$ cat config.mk
export PLATFORM = sky130hd
export DESIGN_NAME = mem_burst_unit
export DESIGN_NICKNAME = d
export VERILOG_FILES = /design/src/rtl/mem_burst_unit.sv
export SDC_FILE = /design/constraint.sdc
export NUM_CORES = 1
export LEC_CHECK = 0
export CELL_PAD_IN_SITES_DETAIL_PLACEMENT = 1
export CELL_PAD_IN_SITES_GLOBAL_PLACEMENT = 1
export CORE_UTILIZATION = 25
export DETAILED_ROUTE_END_ITERATION = 8
export GPL_ROUTABILITY_DRIVEN = 0
export PLACE_DENSITY = 0.83
export SKIP_CTS_REPAIR_TIMING = 1
export SYNTH_ARGS = -nofsm -noshare
export SYNTH_HDL_FRONTEND = slang
export SYNTH_SLANG_ARGS = --single-unit
$ cat constraint.sdc
create_clock -name i_clk -period 8.6 [get_ports i_clk]
set_input_delay 1.29 -clock i_clk [delete_from_list [all_inputs] [get_ports i_clk]]
set_output_delay 1.29 -clock i_clk [all_outputs]
set_load 0.02 [all_outputs]
$ cat src/rtl/mem_burst_unit.sv
// Multicycle load/store burst sequencer for the execute stage (1..MAX_BURST words).
// Optional macro MEM_BURST_WRAP_CHECK_EN: reject bursts that would run past the top address.
module mem_burst_unit #(
    parameter int DATA_W    = 16,
    parameter int ADDR_W    = 15,
    parameter int REG_W     = 4,
    parameter int MAX_BURST = 4,
    parameter int CNT_W     = $clog2(MAX_BURST + 1)
) (
    input  logic              i_clk,
    input  logic              i_rst,
    input  logic              i_start,
    input  logic              i_is_store,
    input  logic [ADDR_W-1:0] i_base_addr,
    input  logic [REG_W-1:0]  i_first_reg,
    input  logic [CNT_W-1:0]  i_count,
    input  logic              i_fwd_wen,
    input  logic [REG_W-1:0]  i_fwd_waddr,
    input  logic [DATA_W-1:0] i_fwd_wdata,
    output logic [ADDR_W-1:0] o_mem_raddr,
    input  logic [DATA_W-1:0] i_mem_rdata,
    output logic              o_mem_wen,
    output logic [ADDR_W-1:0] o_mem_waddr,
    output logic [DATA_W-1:0] o_mem_wdata,
    output logic [REG_W-1:0]  o_reg_raddr,
    input  logic [DATA_W-1:0] i_reg_rdata,
    output logic              o_reg_wen,
    output logic [REG_W-1:0]  o_reg_waddr,
    output logic [DATA_W-1:0] o_reg_wdata,
    output logic              o_busy,
    output logic              o_stall,
    output logic              o_done,
    output logic              o_err
);

    typedef enum logic [1:0] {
        ST_IDLE,
        ST_LOAD,
        ST_STORE
    } state_t;

    state_t            r_state, w_next;
    logic [CNT_W-1:0]  r_idx, w_idx_next;
    logic [CNT_W-1:0]  r_n, w_n_next;
    logic [ADDR_W-1:0] r_base, w_base_next;
    logic [REG_W-1:0]  r_first, w_first_next;
    logic              r_busy;

    logic [CNT_W-1:0]  w_eff;
    logic [CNT_W-1:0]  w_last;
    logic [ADDR_W-1:0] w_addr_k;
    logic [REG_W-1:0]  w_reg_k;
    logic [REG_W-1:0]  w_load_reg;
    logic [DATA_W-1:0] w_store_data;
    logic              w_reject;

    assign w_eff  = (i_count > CNT_W'(MAX_BURST)) ? CNT_W'(MAX_BURST) : i_count;
    assign w_last = r_n - CNT_W'(1);

    // The acceptance cycle runs from the live inputs; later cycles from the captured burst.
    assign w_addr_k   = (r_state == ST_IDLE) ? i_base_addr : r_base + ADDR_W'(r_idx);
    assign w_reg_k    = (r_state == ST_IDLE) ? i_first_reg : r_first + REG_W'(r_idx);
    assign w_load_reg = r_first + REG_W'(r_idx) - REG_W'(1);

    assign w_store_data = (i_fwd_wen && (i_fwd_waddr == w_reg_k)) ? i_fwd_wdata : i_reg_rdata;

`ifdef MEM_BURST_WRAP_CHECK_EN
    logic [ADDR_W:0] w_end_excl;
    assign w_end_excl = {1'b0, i_base_addr} + (ADDR_W + 1)'(w_eff);
    assign w_reject   = w_end_excl[ADDR_W] && (w_end_excl[ADDR_W-1:0] != '0);
`else
    assign w_reject = 1'b0;
`endif

    always_comb begin
        w_next       = r_state;
        w_idx_next   = r_idx;
        w_n_next     = r_n;
        w_base_next  = r_base;
        w_first_next = r_first;
        o_mem_raddr  = w_addr_k;
        o_mem_wen    = 1'b0;
        o_mem_waddr  = w_addr_k;
        o_mem_wdata  = w_store_data;
        o_reg_raddr  = w_reg_k;
        o_reg_wen    = 1'b0;
        o_reg_waddr  = w_load_reg;
        o_reg_wdata  = i_mem_rdata;
        o_stall      = 1'b0;
        o_done       = 1'b0;
        o_err        = 1'b0;
        case (r_state)
            ST_IDLE: begin
                if (i_start && !i_rst) begin
                    if (w_reject) begin
                        o_err = 1'b1;
                    end else if (w_eff == '0) begin
                        o_done = 1'b1;
                    end else begin
                        w_base_next  = i_base_addr;
                        w_first_next = i_first_reg;
                        w_n_next     = w_eff;
                        if (!i_is_store) begin
                            o_stall    = 1'b1;
                            w_next     = ST_LOAD;
                            w_idx_next = CNT_W'(1);
                        end else begin
                            o_mem_wen = 1'b1;
                            // A single-word store finishes in the acceptance cycle.
                            if (w_eff == CNT_W'(1)) begin
                                o_done = 1'b1;
                            end else begin
                                o_stall    = 1'b1;
                                w_next     = ST_STORE;
                                w_idx_next = CNT_W'(1);
                            end
                        end
                    end
                end
            end
            ST_LOAD: begin
                o_reg_wen = 1'b1;
                if (r_idx == r_n) begin
                    o_done     = 1'b1;
                    w_next     = ST_IDLE;
                    w_idx_next = '0;
                end else begin
                    o_stall    = 1'b1;
                    w_idx_next = r_idx + CNT_W'(1);
                end
            end
            ST_STORE: begin
                o_mem_wen = 1'b1;
                if (r_idx == w_last) begin
                    o_done     = 1'b1;
                    w_next     = ST_IDLE;
                    w_idx_next = '0;
                end else begin
                    o_stall    = 1'b1;
                    w_idx_next = r_idx + CNT_W'(1);
                end
            end
            default: begin
                w_next     = ST_IDLE;
                w_idx_next = '0;
            end
        endcase
    end

    always_ff @(posedge i_clk) begin
        if (i_rst) begin
            r_state <= ST_IDLE;
            r_idx   <= '0;
            r_n     <= '0;
            r_base  <= '0;
            r_first <= '0;
            r_busy  <= 1'b0;
        end else begin
            r_state <= w_next;
            r_idx   <= w_idx_next;
            r_n     <= w_n_next;
            r_base  <= w_base_next;
            r_first <= w_first_next;
            r_busy  <= (w_next != ST_IDLE);
        end
    end

    assign o_busy = r_busy;

endmodule

==> flow_summary.toml <==
[run_status]
status = "completed"

[hold_path]
hold_depth = 2
min_from = "r_base[14]"
hold_class = "reg2reg"

[floorplanning]
die_h_um = 101
start_util = 0.261
core_area_um2 = 9370
dieArea_um2 = 10200
die_w_um = 101
io-pin-count = 155
row_count = 35

[synth]
ys_warn_count = 0
post_synth_fa_ha_maj_area_fraction = 0.0624
synthCells = 325
ys_seq_area_frac = 0.229
syn_nets = 415
syn_avg_cell_area_um2 = 7.53
synth_compound_area_frac = 0.160
ys_types = 50
synth_ff_type = "dfxtp_1"
syn-cell-area_um2 = 2450
synth_top_family_by_area = "simple AND/OR/NAND/NOR gates"
synth_xor_xnor_area_share = 0.0884
synth_simple_gate_area_frac = 0.238
synth_edf_count = 0
yosys-mux-area-fraction = 0.0782
synth_seq_cells = 28
async_reset_ff_frac = 0

[grt]
antenna_found_initial = 0
grt.met2_usage = 0.296
grt_max_degree = 31
overflow = 0
grt_use_total = 0.149
grt_pass1_vias = 2512
grt_pass1_wl_um = 12000
met3_usage = 0.0298
gr-max-usage-layer = "met2"
use_met1 = 0.162

[route]
via_per_inst = 4.71
drc = 0
num_vias = 2505
firstDrtPassIters = 4
drt-initial-drc-count = 74
ant_nets = 0
wl_um = 7760
wire_per_inst_um = 14.6

[worst_setup_path]
crit_path_frequent_cell = "clkdlybuf4s50_1"
worstSetupStartpointType = "input pin"
reg2reg_from = "r_state[0]"
critPathArrivalTime_ns = 4.50
worst_setup_path_end_kind = "primary output"
crit_start = "i_first_reg[0]"
crit_slowest_cell = "a2111oi_4"
rr_worst_depth = 5
crit_chain = "clkdlybuf4s50_1 > or3b_2 > a21oi_1 > o21ai_0 > a2111oi_4 > mux2_2 > clkdlybuf4s50_1"
crit_type = "in2out"
slowest_delay_ns = 0.99
worst-path-max-fanout = 16
crit_required_ns = 7.31

[placement]
place_area_um2 = 3520
preCtsSetupSlack_ns = 2.77
place_hpwl_um = 6280
port_buffers = 121

[clock_tree]
cts-htree-levels = 1
cts_sinks = 28
cts_tree = "done"
path_clk_slew_ns = 0.09
insertion_delay_ns = 0.28
clk_path_buf_depth = 2
cts_buffers = 3
root_buffer = "clkbuf_8"

[sta]
finalSetupViolations = 0
fin_crit_sh = 0.673
max_slew_margin = 0.282
tightest_slew_ns = 1.08
drv_slew = 0
setup_ws_ns = 2.81
fin_tns_setup_ns = 0
finalHoldViolCount = 0
rsz0062_at_grt = "no"
fmax_mhz = 173
fin_crit_ns = 5.79
fin_skew_ns = 0.00700

[pwr]
p_switching_mw = 0.141
clkPwrFrac = 0.176
p_leak_nw = 1.26
power.density_nw_per_um2 = 114
p_comb_frac = 0.469
p_int_mw = 0.265
pwr-share-seq = 0.355
swShare = 0.347
max-vdd-ir-drop_mv = 0.0540

[finish]
final_net_count = 495
final_util = 0.381
fillers = 1165
area_growth_pct = 45.7
diodes = 0
finalInstanceArea_um2 = 3570
drive_gt1_frac = 0.0670

[run]
max_cap_violations = 0
registers in the layout, summed over array words and instances (netlist names):
signal	flops
r_state	2
o_busy	1
r_idx	3
r_base	15
r_n	3
r_first	4
worst max-delay path, delay by kind of cell:
kind | cells | cell delay [ns]
simple gates | 1 | 0.47
mux | 1 | 0.42
buf+inv | 2 | 1.04
compound gates | 3 | 1.28
power groups by stage:
| stage | Combinational, mW | Sequential, mW | Clock, mW |
|---|---|---|---|
| detailed placement | 0.193 | 0.147 | 0 |
| finish | 0.190 | 0.144 | 0.0715 |
| global route | 0.205 | 0.145 | 0.0803 |
| CTS | 0.193 | 0.144 | 0.0739 |
| floorplan | 0.116 | 0.144 | 0 |
| global placement | 0.188 | 0.146 | 0 |
placed cells by master, fill, tap and decap left out, types with 9 or more instances in the layout:
cell,synthesis,routed
clkdlybuf4s50_1,0,121
nand2_1,62,62
a21oi_1,31,31
dfxtp_1,28,28
mux2_2,17,17
o21ai_0,16,16
nor2_1,15,14
inv_1,12,12
xnor2_1,12,12
xor2_1,10,10
ha_1,9,9
layer usage:
| layer | part of all wire | wire (um) | vias to the layer above |
|---|---|---|---|
| met5 | 0 | 0 | - |
| met4 | 0.0054 | 42 | 0 |
| met3 | 0.083 | 646 | 7 |
| met2 | 0.50 | 3910 | 106 |
| met1 | 0.41 | 3160 | 1163 |
| li1 | - | - | 1229 |
area by class of cell:
type / count / area (um^2) / share of cell area
well taps: 129 / 161 / 0.0453
repair buffers: 122 / 1220 / 0.342
clock buffers: 3 / 41.3 / 0.0116
multi-input cells: 238 / 1540 / 0.432
flip-flops and latches: 28 / 561 / 0.157
inverters: 12 / 45.0 / 0.0126
kinds of logic after synthesis:
group | Yosys count
and+or+nand+nor | 121
adders and majority gates | 11
other | 1
DFF | 28
AOI/OAI and AO/OA | 65
xor gates and xnor gates | 23
buffers and inverters | 59
muxes | 17
Yosys cell counts, types with 3 or more instances:
| cell | number | area share |
|---|---|---|
| nand2b_1 | 4 | 0.010 |
| nand3_1 | 3 | 0.0061 |
| ha_1 | 9 | 0.046 |
| xor2_1 | 10 | 0.036 |
| inv_1 | 12 | 0.018 |
| nor3_1 | 7 | 0.014 |
| xnor2_1 | 12 | 0.043 |
| a21oi_1 | 31 | 0.063 |
| nor2b_1 | 4 | 0.010 |
| mux2_2 | 17 | 0.078 |
| nand4_1 | 4 | 0.010 |
| o21ai_0 | 16 | 0.033 |
| buf_4 | 32 | 0.098 |
| nand2_1 | 62 | 0.095 |
| nor2_1 | 15 | 0.023 |
| dfxtp_1 | 28 | 0.23 |
| and3_1 | 3 | 0.0077 |
| clkbuf_1 | 13 | 0.020 |
worst paths after layout:
check                     to  slack, ns
min               r_base[14]       0.48
max          o_mem_wdata[15]       2.81
max reg2reg           r_n[1]       5.66
min reg2reg       r_base[14]       0.48
per-stage QoR:
step	power [mW]	std cells	hold slack [ns]
2_1_floorplan	0.260	325	0.440
3_3_place_gp	0.335	529	0.449
3_5_place_dp	0.339	529	0.469
4_1_cts	0.411	532	0.482
5_1_grt	0.431	532	0.511
6_report	0.406	532	0.477
(Power assumes the default switching activity.)
